### src/rtl/dram_port_arbiter.sv
`default_nettype none
// ============================================================================
// Module   : dram_port_arbiter
// Summary  : Round-robin arbiter that grants up to two requesters per cycle
//            onto the two ports of a dual-port trace RAM and routes read data
//            back to the issuer. Statistics counters exist only when
//            DRAM_ARB_STATS_EN is defined; otherwise they read as zero.
// Revision : 1.0 - initial release
// ============================================================================
module dram_port_arbiter #(
    parameter int N_REQ     = 4,
    parameter int WORD_SIZE = 64,
    parameter int ADDR_SIZE = 8
) (
    input  logic                       clk,
    input  logic                       rst_n,
    input  logic [N_REQ-1:0]           req_valid,
    input  logic [N_REQ-1:0]           req_we,
    input  logic [N_REQ*ADDR_SIZE-1:0] req_addr,
    input  logic [N_REQ*WORD_SIZE-1:0] req_wdata,
    output logic [N_REQ-1:0]           req_ready,
    output logic [N_REQ-1:0]           rsp_valid,
    output logic [N_REQ*WORD_SIZE-1:0] rsp_rdata,
    output logic                       ram_we_1,
    output logic                       ram_we_2,
    output logic [ADDR_SIZE-1:0]       ram_addr_1,
    output logic [ADDR_SIZE-1:0]       ram_addr_2,
    output logic [WORD_SIZE-1:0]       ram_wdata_1,
    output logic [WORD_SIZE-1:0]       ram_wdata_2,
    input  logic [WORD_SIZE-1:0]       ram_rdata_1,
    input  logic [WORD_SIZE-1:0]       ram_rdata_2,
    output logic [31:0]                stat_grants,
    output logic [31:0]                stat_stalls
);

    localparam int PTR_W = $clog2(N_REQ);

    logic [PTR_W-1:0]     r_rr_ptr;
    logic                 r_rsp1_vld;
    logic                 r_rsp2_vld;
    logic [PTR_W-1:0]     r_rsp1_own;
    logic [PTR_W-1:0]     r_rsp2_own;

    logic                 w_found_a;
    logic                 w_found_b;
    logic [PTR_W-1:0]     w_a_idx;
    logic [PTR_W-1:0]     w_b_idx;
    logic [ADDR_SIZE-1:0] w_addr_a;
    logic [ADDR_SIZE-1:0] w_addr_b;
    logic [WORD_SIZE-1:0] w_wdata_a;
    logic [WORD_SIZE-1:0] w_wdata_b;
    logic                 w_we_a;
    logic                 w_we_b;
    logic                 w_hazard;
    logic                 w_grant_b;
    logic [PTR_W-1:0]     w_last_idx;
    logic [PTR_W-1:0]     w_next_ptr;

    // Scan from the pointer; A is the first valid requester, B the next one.
    // Nothing past B is ever considered, so a deferred B blocks the rest.
    always_comb begin
        int               pos;
        logic [PTR_W-1:0] idx;
        w_found_a = 1'b0;
        w_found_b = 1'b0;
        w_a_idx   = '0;
        w_b_idx   = '0;
        for (int k = 0; k < N_REQ; k++) begin
            pos = int'(r_rr_ptr) + k;
            if (pos >= N_REQ) begin
                pos = pos - N_REQ;
            end
            idx = PTR_W'(pos);
            if (rst_n && req_valid[idx]) begin
                if (!w_found_a) begin
                    w_found_a = 1'b1;
                    w_a_idx   = idx;
                end else if (!w_found_b) begin
                    w_found_b = 1'b1;
                    w_b_idx   = idx;
                end
            end
        end
    end

    assign w_addr_a  = req_addr[w_a_idx*ADDR_SIZE +: ADDR_SIZE];
    assign w_addr_b  = req_addr[w_b_idx*ADDR_SIZE +: ADDR_SIZE];
    assign w_wdata_a = req_wdata[w_a_idx*WORD_SIZE +: WORD_SIZE];
    assign w_wdata_b = req_wdata[w_b_idx*WORD_SIZE +: WORD_SIZE];
    assign w_we_a    = req_we[w_a_idx];
    assign w_we_b    = req_we[w_b_idx];

    // Same-address pairs are only safe when both sides are reads.
    assign w_hazard  = w_found_b && (w_addr_a == w_addr_b) && (w_we_a || w_we_b);
    assign w_grant_b = w_found_b && !w_hazard;

    always_comb begin
        req_ready = '0;
        if (w_found_a) begin
            req_ready[w_a_idx] = 1'b1;
        end
        if (w_grant_b) begin
            req_ready[w_b_idx] = 1'b1;
        end
    end

    assign ram_we_1    = w_found_a && w_we_a;
    assign ram_addr_1  = w_found_a ? w_addr_a : '0;
    assign ram_wdata_1 = (w_found_a && w_we_a) ? w_wdata_a : '0;
    assign ram_we_2    = w_grant_b && w_we_b;
    assign ram_addr_2  = w_grant_b ? w_addr_b : '0;
    assign ram_wdata_2 = (w_grant_b && w_we_b) ? w_wdata_b : '0;

    assign w_last_idx  = w_grant_b ? w_b_idx : w_a_idx;
    assign w_next_ptr  = (w_last_idx == PTR_W'(N_REQ - 1)) ? '0 : (w_last_idx + PTR_W'(1));

    always_ff @(posedge clk or negedge rst_n) begin
        if (!rst_n) begin
            r_rr_ptr   <= '0;
            r_rsp1_vld <= 1'b0;
            r_rsp2_vld <= 1'b0;
            r_rsp1_own <= '0;
            r_rsp2_own <= '0;
        end else begin
            if (w_found_a) begin
                r_rr_ptr <= w_next_ptr;
            end
            r_rsp1_vld <= w_found_a && !w_we_a;
            r_rsp1_own <= w_a_idx;
            r_rsp2_vld <= w_grant_b && !w_we_b;
            r_rsp2_own <= w_b_idx;
        end
    end

    // A and B are always distinct requesters, so at most one port hits each.
    generate
        for (genvar gi = 0; gi < N_REQ; gi++) begin : g_rsp
            logic w_hit1;
            logic w_hit2;
            assign w_hit1        = r_rsp1_vld && (r_rsp1_own == PTR_W'(gi));
            assign w_hit2        = r_rsp2_vld && (r_rsp2_own == PTR_W'(gi));
            assign rsp_valid[gi] = w_hit1 || w_hit2;
            assign rsp_rdata[gi*WORD_SIZE +: WORD_SIZE] = w_hit1 ? ram_rdata_1 : ram_rdata_2;
        end
    endgenerate

`ifdef DRAM_ARB_STATS_EN
    logic [31:0] r_stat_grants;
    logic [31:0] r_stat_stalls;
    logic [1:0]  w_n_grants;
    logic [32:0] w_grant_sum;

    assign w_n_grants  = {1'b0, w_found_a} + {1'b0, w_grant_b};
    assign w_grant_sum = {1'b0, r_stat_grants} + {31'd0, w_n_grants};

    always_ff @(posedge clk or negedge rst_n) begin
        if (!rst_n) begin
            r_stat_grants <= '0;
            r_stat_stalls <= '0;
        end else begin
            r_stat_grants <= w_grant_sum[32] ? 32'hFFFF_FFFF : w_grant_sum[31:0];
            if (w_hazard && (r_stat_stalls != 32'hFFFF_FFFF)) begin
                r_stat_stalls <= r_stat_stalls + 32'd1;
            end
        end
    end

    assign stat_grants = r_stat_grants;
    assign stat_stalls = r_stat_stalls;
`else
    assign stat_grants = '0;
    assign stat_stalls = '0;
`endif

endmodule
`default_nettype wire

### config.mk
export PLATFORM = sky130hd
export DESIGN_NAME = dram_port_arbiter
export DESIGN_NICKNAME = d
export VERILOG_FILES = /design/src/rtl/dram_port_arbiter.sv
export SDC_FILE = /design/constraint.sdc
export NUM_CORES = 1
export LEC_CHECK = 0
export CAP_MARGIN = 5
export CORE_AREA = 2 2 348 350
export DETAILED_ROUTE_END_ITERATION = 10
export DIE_AREA = 0 0 350 352
export GPL_TIMING_DRIVEN = 0
export PLACE_DENSITY = 0.36
export RECOVER_POWER = 25
export REMOVE_ABC_BUFFERS = 1
export SYNTH_ARGS = -nofsm -noshare
export SYNTH_HDL_FRONTEND = slang
export SYNTH_SLANG_ARGS = --single-unit
### constraint.sdc
create_clock -name clk -period 5.7 [get_ports clk]
set_input_delay 1.425 -clock clk [delete_from_list [all_inputs] [get_ports clk]]
set_output_delay 1.425 -clock clk [all_outputs]
set_load 0.005 [all_outputs]
==> results.rst, run 1 <==
.. list-table::
   :header-rows: 1

   * - Metric
     - Value
   * - Number of enable flip-flop cells after synthesis
     - 0
   * - Total clock buffers created by CTS
     - 3
   * - Placed cell area
     - 19900 um^2
   * - Initial antenna violation count
     - 34
   * - Final setup viols
     - 142
   * - Starting Density
     - 0.0787
   * - Layout overhead on the synthesized area
     - 129%
   * - Main synth FF type
     - dfrtp_1
   * - Worst reg-to-reg path cell count
     - 21
   * - Highest clock rate
     - 0.146 GHz
   * - Die W
     - 350 um
   * - Worst reg-to-reg setup slack
     - 0.68 ns
   * - Max VDD drop
     - 0.140 mV
   * - Clock H-tree levels
     - 1
   * - Nets@finish
     - 2223
   * - Category of the critical setup timing path
     - in2out
   * - Final critical path time including I/O delays and setup
     - 6.84 ns
   * - Power per cell area
     - 257 nW/um^2
   * - Maximum number of pins on one net before global-route repair
     - 49
   * - Core ar.
     - 119000 um^2
   * - Critical path peak fanout
     - 8
   * - Final Cycle Share
     - 1.20
   * - Routed wire length
     - 94900 um
   * - Clk sinks
     - 8
   * - Synth area leader
     - mux2_2
   * - Remaining DRCs
     - 0
   * - Count of port buffers added during placement
     - 835
   * - Relative slew margins
     - 0.360
   * - Worst min path class
     - in2async
   * - Cell area after technology mapping
     - 9390 um^2
   * - Synth Area per Inst
     - 10.5 um^2
   * - Fraction of final layout cells with drive strength greater than 1
     - 0.442
   * - Overall routing resource usage
     - 0.145
   * - Synthesized instance count
     - 895
   * - Nature of the critical path endpoint
     - primary output
   * - Leakage
     - 8.01 nW
   * - Category of the worst setup path launch point
     - input port
   * - Number of maximum-capacitance constraint violations
     - 0
   * - Number of buffers between clock root and the deepest sink
     - 2
   * - Clock root cell
     - clkbuf_16
   * - Top-level I/O count
     - 900
   * - Grt total ovfl
     - 0
   * - TritonCTS clock tree
     - yes
   * - Startpoint of the worst register-to-register path
     - r_rr_ptr[1]$_DFFE_PN0P_
   * - Reg2Reg Capture Point
     - r_rr_ptr[1]$_DFFE_PN0P_
   * - Clock network latency to the later pin of the worst-skew pair
     - 0.23 ns
   * - Worst Setup Slack, final
     - -1.14 ns
   * - Fraction of post-synthesis cell area in the top cell type by area
     - 0.317
   * - Wire length per cell
     - 27.8 um
   * - Max-slew violation total from the final report
     - 0
   * - Via count of the first global-routing pass
     - 12771
   * - Die area
     - 123000 um^2
   * - Clock slew seen by the registers of the worst setup and hold paths
     - 0.04 ns
   * - Via count of the routed design
     - 12182
   * - Synth async-reset ratio
     - 1.00
   * - Hold buffer count at CTS
     - 0
   * - Die Y
     - 352 um
   * - Final number of hold-violating endpoints
     - 0
   * - Maximum clock skew at final layout
     - 0.00212 ns
   * - Distinct cell type count of the synthesized netlist
     - 55
   * - Fin util
     - 0.180
   * - Worst-case setup slack after placement
     - -4.31 ns
   * - Critical path data required time
     - 4.28 ns
   * - Violated checks
     - negative setup slack
   * - Share of synthesized area occupied by flip-flops and latches
     - 0.0213
   * - Setup repair after global routing missed its margin
     - yes
   * - Placer Congestion
     - 0.810
   * - Ranking of synthesized cells by area
     - mux2_2 (32%), mux4_2 (31%), buf_4 (5.6%)
   * - Placed wire-length estimate
     - 77200 um
   * - Pre-Repair DR Iteration Count
     - 4
   * - Antenna violation net count after detailed routing
     - 0
   * - Std-Cell Rows
     - 127
   * - Flip-flop and latch count after synthesis
     - 8
   * - Outcome
     - complete, but fails checks
   * - Global-route wire length before repair
     - 123000 um
   * - DRC violation total after the first TritonRoute iteration
     - 641
   * - Worst EP arrival
     - 5.41 ns
   * - Worst Max-Slew Pin Slew
     - 0.960 ns
   * - Final standard cell area without fillers
     - 21500 um^2
   * - Sum Neg Setup Slack
     - -98.05 ns
   * - Hold slack final
     - 1.02 ns
   * - Post-DR vias/cell
     - 3.57
   * - Yosys synthesis warning count
     - 0
[how the worst max path moves through the flow]
| stage | start | end |
|---|---|---|
| floorplan | req_valid[2] | req_ready[1] |
| global placement | req_valid[2] | ram_wdata_2[60] |
| detailed placement | rst_n | ram_wdata_2[33] |
| CTS | req_valid[3] | ram_wdata_2[30] |
| global route | req_valid[2] | ram_wdata_2[38] |
| finish | req_valid[3] | ram_wdata_2[38] |
[cell type report]
| type | count | area [um^2] |
|---|---|---|
| Inverter | 12 | 56.3 |
| Antenna cell | 8 | 20.0 |
| Fill cell | 13174 | 97800 |
| Multi-Input combinational cell | 776 | 9040 |
| Timing Repair Buffer | 994 | 10100 |
| Tap cell | 1612 | 2020 |
| Sequential cell | 8 | 200 |
| Clock buffer | 3 | 75.1 |
[state kept, by name (all words and copies together) (netlist names)]
register / count
r_rr_ptr: 2
r_rsp2_own: 2
r_rsp1_own: 2
r_rsp1_vld: 1
r_rsp2_vld: 1
[routing by layer]
layer / GRT usage / vias up / wire length [um]
met5: 0 / - / 94
met4: 0.0116 / 16 / 1760
met3: 0.0400 / 92 / 6940
met2: 0.263 / 628 / 47000
met1: 0.176 / 6262 / 39000
li1: - / 5184 / -
[synthesized netlist by cell type (all sizes together), types with 3 or more instances]
cell type,instances
mux4,131
nand2,15
xnor2,5
nand2b,12
nand3,5
o32ai,3
dfrtp,8
or4,4
clkbuf,54
nor2,17
mux2,265
xor2,7
a31oi,3
o221ai,3
and2,14
o22ai,6
mux2i,39
nor3b,65
nor2b,67
inv,12
buf,109
a21oi,10
o21ai,11
o31ai,4
a2bb2oi,3
[what timing repair did]
| item | 4_1_cts | 5_1_grt |
|---|---|---|
| endpoints found under the setup margin | 153 | 146 |
| pin swaps | 17 | 24 |
| gates cloned | 13 | 0 |
| setup buffers | 94 | 18 |
| gates resized for setup | 597 | 159 |
[critical path: stages]
cell       delay, ns
buf_12          0.10
mux2i_4         0.07
mux2_4          0.33
nor2_4          0.12
ha_4            0.15
nand2b_1        0.08
a211oi_2        0.20
o21ai_1         0.11
nand3_1         0.18
a2bb2oi_4       0.08
buf_12          0.14
buf_16          0.14
buf_16          0.13
mux4_2          0.36
xnor2_4         0.37
nand4_4         0.18
o31ai_4         0.26
buf_8           0.16
buf_12          0.11
buf_12          0.11
buf_16          0.13
buf_16          0.14
buf_6           0.11
nor3b_2         0.04
buf_2           0.14
[cell usage in the layout, fill, tap and decap left out, drive strengths merged, types with 4 or more instances in the layout]
| cell | count |
|---|---|
| clkdlybuf4s50 | 690 |
| mux2 | 265 |
| buf | 258 |
| mux4 | 131 |
| nor2b | 67 |
| nor3b | 65 |
| conb | 64 |
| mux2i | 39 |
| clkbuf | 24 |
| nor2 | 17 |
| nand2 | 15 |
| and2 | 14 |
| nand2b | 12 |
| o21ai | 12 |
| dlymetal6s2s | 11 |
| inv | 11 |
| clkdlybuf4s15 | 10 |
| a21oi | 10 |
| diode | 8 |
| dfrtp | 8 |
| xor2 | 7 |
| o22ai | 6 |
| nand3 | 5 |
| xnor2 | 5 |
| or4 | 4 |
| o31ai | 4 |
[cell families after synthesis]
kind of cell / count (synthesis) / share of synthesized area
AOI/OAI and AO/OA: 55 / 0.0433
xor gates and xnor gates: 12 / 0.0112
adders and majority gates: 2 / 0.00267
buffers and inverters: 175 / 0.108
DFF: 8 / 0.0213
muxes: 435 / 0.674
other: 1 / 0.000399
and+or+nand+nor: 207 / 0.139
[metrics by stage]
stage | total power [mW] | cells
final | 5.54 | 3413
after CTS | 5.56 | 3393
after floorplan | 2.31 | 795
after detailed placement | 4.73 | 3283
after global placement | 4.78 | 3242
after global routing | 5.86 | 3406
[power by group]
group,internal [mW],switching [mW],leakage (nW),total [mW]
logic,2.93,2.35,7.87,5.28
clock network,0.0905,0.0280,0.0370,0.119
registers,0.0751,0.0665,0.101,0.142
Note: power is estimated with default switching activity, not from simulation.
==> inputs of run 2 (changes only) <==
SLEW_MARGIN = 10   (was unset)
==> results.rst, run 2 (same netlist as run 1, synthesis figures left out) <==
.. list-table::
   :header-rows: 1

   * - Metric
     - Value
   * - Outcome
     - complete, but fails checks
   * - Violated checks
     - negative setup slack
   * - Hold buffer count at CTS
     - 0
   * - Count of port buffers added during placement
     - 835
   * - Overall routing resource usage
     - 0.138
   * - Logic depth of the worst path, buffers included
     - 21
   * - Largest stage delay on the critical path
     - 0.56 ns
   * - Power per cell area
     - 258 nW/um^2
   * - Remaining DRCs
     - 0
   * - Die area
     - 123000 um^2
   * - Routed wire length
     - 93000 um
   * - Worst Max-Slew Pin Slew
     - 1.41 ns
   * - Maximum clock skew at final layout
     - 0.00195 ns
   * - Leakage
     - 8.11 nW
   * - Layout overhead on the synthesized area
     - 132%
   * - DRC violation total after the first TritonRoute iteration
     - 616
   * - Worst EP arrival
     - 5.65 ns
   * - Final number of hold-violating endpoints
     - 0
   * - Via count of the first global-routing pass
     - 12393
   * - Total Power
     - 5.62 mW
   * - Total clock buffers created by CTS
     - 3
   * - Max VDD drop
     - 0.184 mV
   * - Worst reg-to-reg setup slack
     - 0.53 ns
   * - Relative slew margins
     - 0.0626
   * - Most used cells in the layout excluding fill and tap cells
     - clkdlybuf4s50_1 (676), mux2_2 (263), mux4_2 (131)
   * - Register area
     - 200 um^2
   * - Largest regs
     - r_rr_ptr x2, r_rsp1_own x2, r_rsp2_own x2
   * - Worst reg-to-reg path cell count
     - 21
   * - Category of the critical setup timing path
     - in2out
   * - Highest clock rate
     - 0.141 GHz
   * - Most common cell on crit path
     - buf_12
   * - Clk sinks
     - 8
   * - Met1 layer usage reported by global route
     - 0.160
   * - Fillers
     - 13149
   * - Top-level I/O count
     - 900
   * - Via count of the routed design
     - 12304
   * - Instance count after placement with tap cells included
     - 3290
   * - TritonCTS clock tree
     - yes
   * - Nets@finish
     - 2263
   * - Worst Setup Slack, final
     - -1.38 ns
   * - Nature of the critical path endpoint
     - primary output
   * - Most common cell after layout, fill and taps aside
     - clkdlybuf4s50_1
   * - Setup repair after global routing missed its margin
     - yes
   * - Clock root cell
     - clkbuf_16
   * - Worst min path class
     - in2async
   * - Area taken by multi-input logic gates
     - 8850 um^2
   * - Final critical path time including I/O delays and setup
     - 7.08 ns
   * - Post-DR vias/cell
     - 3.56
   * - Grt total ovfl
     - 0
   * - Category of the worst setup path launch point
     - input port
   * - Initial antenna violation count
     - 47
   * - Core ar.
     - 119000 um^2
   * - Fraction of final layout cells with drive strength greater than 1
     - 0.410
   * - Cell-by-cell listing of the critical path
     - buf_12 -> buf_4 -> and3b_1 -> a2111oi_1 -> a31oi_1 -> o22ai_4 -> buf_12 -> buf_12 -> buf_16 -> mux4_2 -> xnor2_4 -> nand4_4 -> o31ai_4 -> buf_8 -> buf_12 -> buf_12 -> buf_16 -> buf_12 -> buf_12 -> nor3b_2 -> buf_4
   * - Peak-usage layer in the global routing report
     - met2
   * - CP max stage cell
     - mux4_2
   * - Antenna violation net count after detailed routing
     - 0
   * - Clock network latency to the later pin of the worst-skew pair
     - 0.23 ns
   * - Wire length per cell
     - 27.0 um
   * - Number of buffers between clock root and the deepest sink
     - 2
   * - Die W
     - 350 um
   * - Starting Density
     - 0.0787
   * - Number of standard cells in the final layout excluding fillers
     - 3452
   * - Clock H-tree levels
     - 1
   * - Final setup viols
     - 142
   * - Max-slew violation total from the final report
     - 0
   * - Pre-Repair DR Iteration Count
     - 5
   * - Global-route wire length before repair
     - 118000 um
   * - Kind of cell with the highest combined delay on the critical path
     - buffers and inverters
   * - Placer Congestion
     - 0.810
   * - Placed wire-length estimate
     - 77400 um
   * - Critical path peak fanout
     - 15
   * - Critical path data required time
     - 4.28 ns
   * - Clock slew seen by the registers of the worst setup and hold paths
     - 0.04 ns
   * - Std-Cell Rows
     - 127
   * - Final Cycle Share
     - 1.24
   * - Die Y
     - 352 um
   * - Number of maximum-capacitance constraint violations
     - 0
   * - Maximum number of pins on one net before global-route repair
     - 50
   * - GR Util met2
     - 0.250
   * - Global routing usage on met3
     - 0.0485
   * - WP buf/inv
     - 12
run 2: worst paths after layout:
| kind | start | endpoint |
|---|---|---|
| max | req_valid[3] | ram_wdata_2[22] |
| min | rst_n | r_rsp2_own[1]$_DFF_PN0_ |
| max reg2reg | r_rr_ptr[1]$_DFFE_PN0P_ | r_rr_ptr[1]$_DFFE_PN0P_ |
| min reg2reg | r_rr_ptr[1]$_DFFE_PN0P_ | r_rr_ptr[1]$_DFFE_PN0P_ |
| max in group asynchronous | rst_n | r_rr_ptr[0]$_DFFE_PN0P_ |
| min in group clk | r_rr_ptr[1]$_DFFE_PN0P_ | r_rr_ptr[1]$_DFFE_PN0P_ |
run 2: per-layer routing:
layer  up-vias  wire length (um)
met1      6206             36200
met3       105              8470
met5         -               195
li1       5261                 -
met2       702             46900
met4        30              1300
run 2: per-stage QoR:
stage          setup slack [ns]  cell area (um^2)  hold slack, ns  utilization   TNS, ns
3_5_place_dp              -4.28             19900            1.11        0.167   -398.35
5_1_grt                   -1.51             21700            1.02        0.182   -134.92
3_3_place_gp             -15.98             19000            1.09        0.159  -2426.51
6_report                  -1.38             21800            1.02        0.182   -115.98
4_1_cts                   -1.35             20800            1.02        0.174   -118.21
2_1_floorplan             -5.05              8650           0.941            -   -711.04
run 2: layout make-up:
class | instances | area share
Inverter | 12 | 0.00247
Tap cell | 1612 | 0.0927
Timing Repair Buffer | 1035 | 0.484
Sequential cell | 8 | 0.00920
Clock buffer | 3 | 0.00345
Antenna cell | 7 | 0.000805
Multi-Input combinational cell | 775 | 0.407
run 2: timing repair:
action | in CTS | in global routing
gates resized for setup | 396 | 141
pin swaps | 12 | 18
cloned | 5 | 10
setup buffers | 54 | 89
setup endpoints to repair | 153 | 145
run 2: report_power, final:
group / switching, mW / internal, mW / total (mW)
combinational: 2.30 / 3.06 / 5.36
sequential: 0.0629 / 0.0752 / 0.138
clock: 0.0284 / 0.0906 / 0.119
==> inputs of run 3 (changes only) <==
GPL_TIMING_DRIVEN = unset   (was 0)
==> results.rst, run 3 (same netlist as run 1, synthesis figures left out) <==
.. list-table::
   :header-rows: 1

   * - Metric
     - Value
   * - Relative slew margins
     - 0.468
   * - Top-level I/O count
     - 900
   * - Count of port buffers added during placement
     - 835
   * - Number of cells on the worst hold path
     - 3
   * - Starting Density
     - 0.0787
   * - Worst Setup Slack, final
     - -0.665 ns
   * - Instance count after placement with tap cells included
     - 3346
   * - Clock root cell
     - clkbuf_16
   * - Most used cells in the layout excluding fill and tap cells
     - clkdlybuf4s50_1 (685), mux2_2 (261), mux4_2 (131)
   * - Fraction of final layout cells with drive strength greater than 1
     - 0.462
   * - Cell-by-cell listing of the critical path
     - buf_8 -> buf_4 -> nand2b_1 -> a2111oi_1 -> a31oi_1 -> o22ai_4 -> buf_12 -> mux4_2 -> xor2_2 -> a21o_1 -> o31ai_4 -> buf_12 -> buf_4 -> buf_8 -> bufbuf_16 -> nor3b_1 -> buf_4 -> buf_2
   * - Clock slew seen by the registers of the worst setup and hold paths
     - 0.04 ns
   * - Hold slack final
     - 0.914 ns
   * - Grt total ovfl
     - 0
   * - Highest clock rate
     - 0.157 GHz
   * - Routed wire length
     - 94600 um
   * - Clock network latency to the later pin of the worst-skew pair
     - 0.24 ns
   * - Final setup viols
     - 132
   * - Hold buffer count at CTS
     - 0
   * - Critical path data required time
     - 4.28 ns
   * - Number of buffers between clock root and the deepest sink
     - 2
   * - Category of the worst setup path launch point
     - input port
   * - Category of the critical setup timing path
     - in2out
   * - Total clock buffers created by CTS
     - 3
   * - Layout overhead on the synthesized area
     - 135%
   * - Nature of the critical path endpoint
     - primary output
   * - Worst-case setup slack after placement
     - -1.41 ns
   * - Worst EP arrival
     - 4.94 ns
   * - Maximum number of pins on one net before global-route repair
     - 66
   * - Number of standard cells in the final layout excluding fillers
     - 3459
   * - TritonCTS clock tree
     - yes
   * - Final Cycle Share
     - 1.12
   * - Switching portion of total power
     - 0.425
   * - Std-Cell Rows
     - 127
   * - Clock H-tree levels
     - 1
   * - Power dissipated by switching net loads
     - 2.42 mW
   * - Share of power burned in the clock network
     - 0.022
   * - Die W
     - 350 um
   * - Antenna violation net count after detailed routing
     - 0
   * - Critical path peak fanout
     - 17
   * - Nets@finish
     - 2268
   * - Power per cell area
     - 258 nW/um^2
   * - Placed cell area
     - 20100 um^2
   * - Most common cell on crit path
     - buf_4
   * - Die Y
     - 352 um
   * - Via count of the first global-routing pass
     - 12853
   * - Clk sinks
     - 8
   * - Placer Congestion
     - 0.831
   * - Setup repair after global routing missed its margin
     - yes
   * - Initial antenna violation count
     - 47
   * - Global-route wire length before repair
     - 122000 um
   * - Worst Max-Slew Pin Slew
     - 0.798 ns
   * - Core ar.
     - 119000 um^2
   * - Final standard cell area without fillers
     - 22100 um^2
   * - Remaining DRCs
     - 0
   * - Via count of the routed design
     - 12332
   * - Post-DR vias/cell
     - 3.57
   * - Final critical path time including I/O delays and setup
     - 6.37 ns
   * - CP max stage cell
     - mux4_2
   * - Number of maximum-capacitance constraint violations
     - 0
   * - Pre-Repair DR Iteration Count
     - 5
   * - DRC violation total after the first TritonRoute iteration
     - 642
   * - Worst reg-to-reg path cell count
     - 17
   * - Largest stage delay on the critical path
     - 0.53 ns
   * - Outcome
     - complete, but fails checks
   * - Reg power frac
     - 0.019
   * - Largest regs
     - r_rr_ptr x2, r_rsp1_own x2, r_rsp2_own x2
   * - Final number of hold-violating endpoints
     - 0
   * - Max VDD drop
     - 0.171 mV
   * - Die area
     - 123000 um^2
   * - Placed wire-length estimate
     - 78800 um
   * - Most common cell after layout, fill and taps aside
     - clkdlybuf4s50_1
   * - Maximum clock skew at final layout
     - 0.00540 ns
   * - Violated checks
     - negative setup slack
   * - Overall routing resource usage
     - 0.143
   * - Combinational cell fraction of total power
     - 0.959
   * - Max-slew violation total from the final report
     - 0
   * - Worst min path class
     - reg2reg
   * - Leakage
     - 8.27 nW
   * - Wire length per cell
     - 27.4 um
   * - Cell internal pwr
     - 3.27 mW
==> run 3: changes by cell type in the layout (fill, tap and decap cells not counted), moves of 10 or more <==
cell	before	now
dlymetal6s2s_1	11	1
dlygate4sd3_1	53	1
nor2b_1	61	21
buf_12	27	37
buf_2	50	76
buf_6	29	75
nor2b_4	1	44
buf_4	124	103
clkdlybuf4s15_1	0	11
==> run 3: critical path: cells and delay by family <==
family | cells | cell delay, ns
buffers and inverters | 9 | 1.36
AO/OA/AOI/OAI | 5 | 0.98
multiplexers | 1 | 0.53
AND/OR/NAND/NOR | 2 | 0.41
XOR/XNOR | 1 | 0.22
==> run 3: area by class of cell <==
type	count	area, um^2
multi-input combinational	776	9170
fill	13149	97300
antenna	9	22.5
tap	1612	2020
clock buffer	3	75.1
sequential	8	200
timing repair buffer	1039	10500
inverter	12	60.1
==> run 3: worst paths after layout <==
check                           slack (ns)                      end                    start
worst min register to register        0.91  r_rr_ptr[0]$_DFFE_PN0P_  r_rr_ptr[0]$_DFFE_PN0P_
min in group asynchronous             1.56  r_rr_ptr[0]$_DFFE_PN0P_                    rst_n
worst min-delay path                  0.91  r_rr_ptr[0]$_DFFE_PN0P_  r_rr_ptr[0]$_DFFE_PN0P_
worst max-delay path                 -0.67          ram_wdata_2[53]             req_valid[1]
worst max register to register        1.60  r_rr_ptr[1]$_DFFE_PN0P_  r_rr_ptr[1]$_DFFE_PN0P_
max in group asynchronous             3.98     r_rsp2_vld$_DFF_PN0_                    rst_n
==> run 3: timing repair <==
item                                    CTS  global route
endpoints found under the setup margin  148           144
buffers inserted                         51            46
pin swaps                                15            20
gates cloned                             16             3
resized for setup                       545           291
==> run 3: per-layer routing <==
layer,share of wire,vias up,global-route usage
li1,-,5266,-
met1,0.41,6277,0.173
met2,0.48,652,0.252
met3,0.084,103,0.0447
met4,0.020,34,0.0169
met5,0.0023,-,0
==> run 3: power groups by stage <==
| stage | clock network [mW] | registers, mW | logic, mW |
|---|---|---|---|
| finish | 0.124 | 0.107 | 5.46 |
| global route | 0.127 | 0.110 | 5.79 |
| CTS | 0.124 | 0.106 | 5.17 |
| detailed placement | 0 | 0.103 | 4.70 |
| global placement | 0 | 0.103 | 4.73 |
| floorplan | 0 | 0.114 | 2.20 |
==> run 3: metrics by stage <==
stage	total power [mW]	utilization	TNS (ns)
6_report	5.69	0.185	-49.74
5_1_grt	6.02	0.185	-68.65
4_1_cts	5.40	0.178	-67.31
3_5_place_dp	4.80	0.168	-157.43
3_3_place_gp	4.84	0.168	-154.54
2_1_floorplan	2.31	-	-711.04
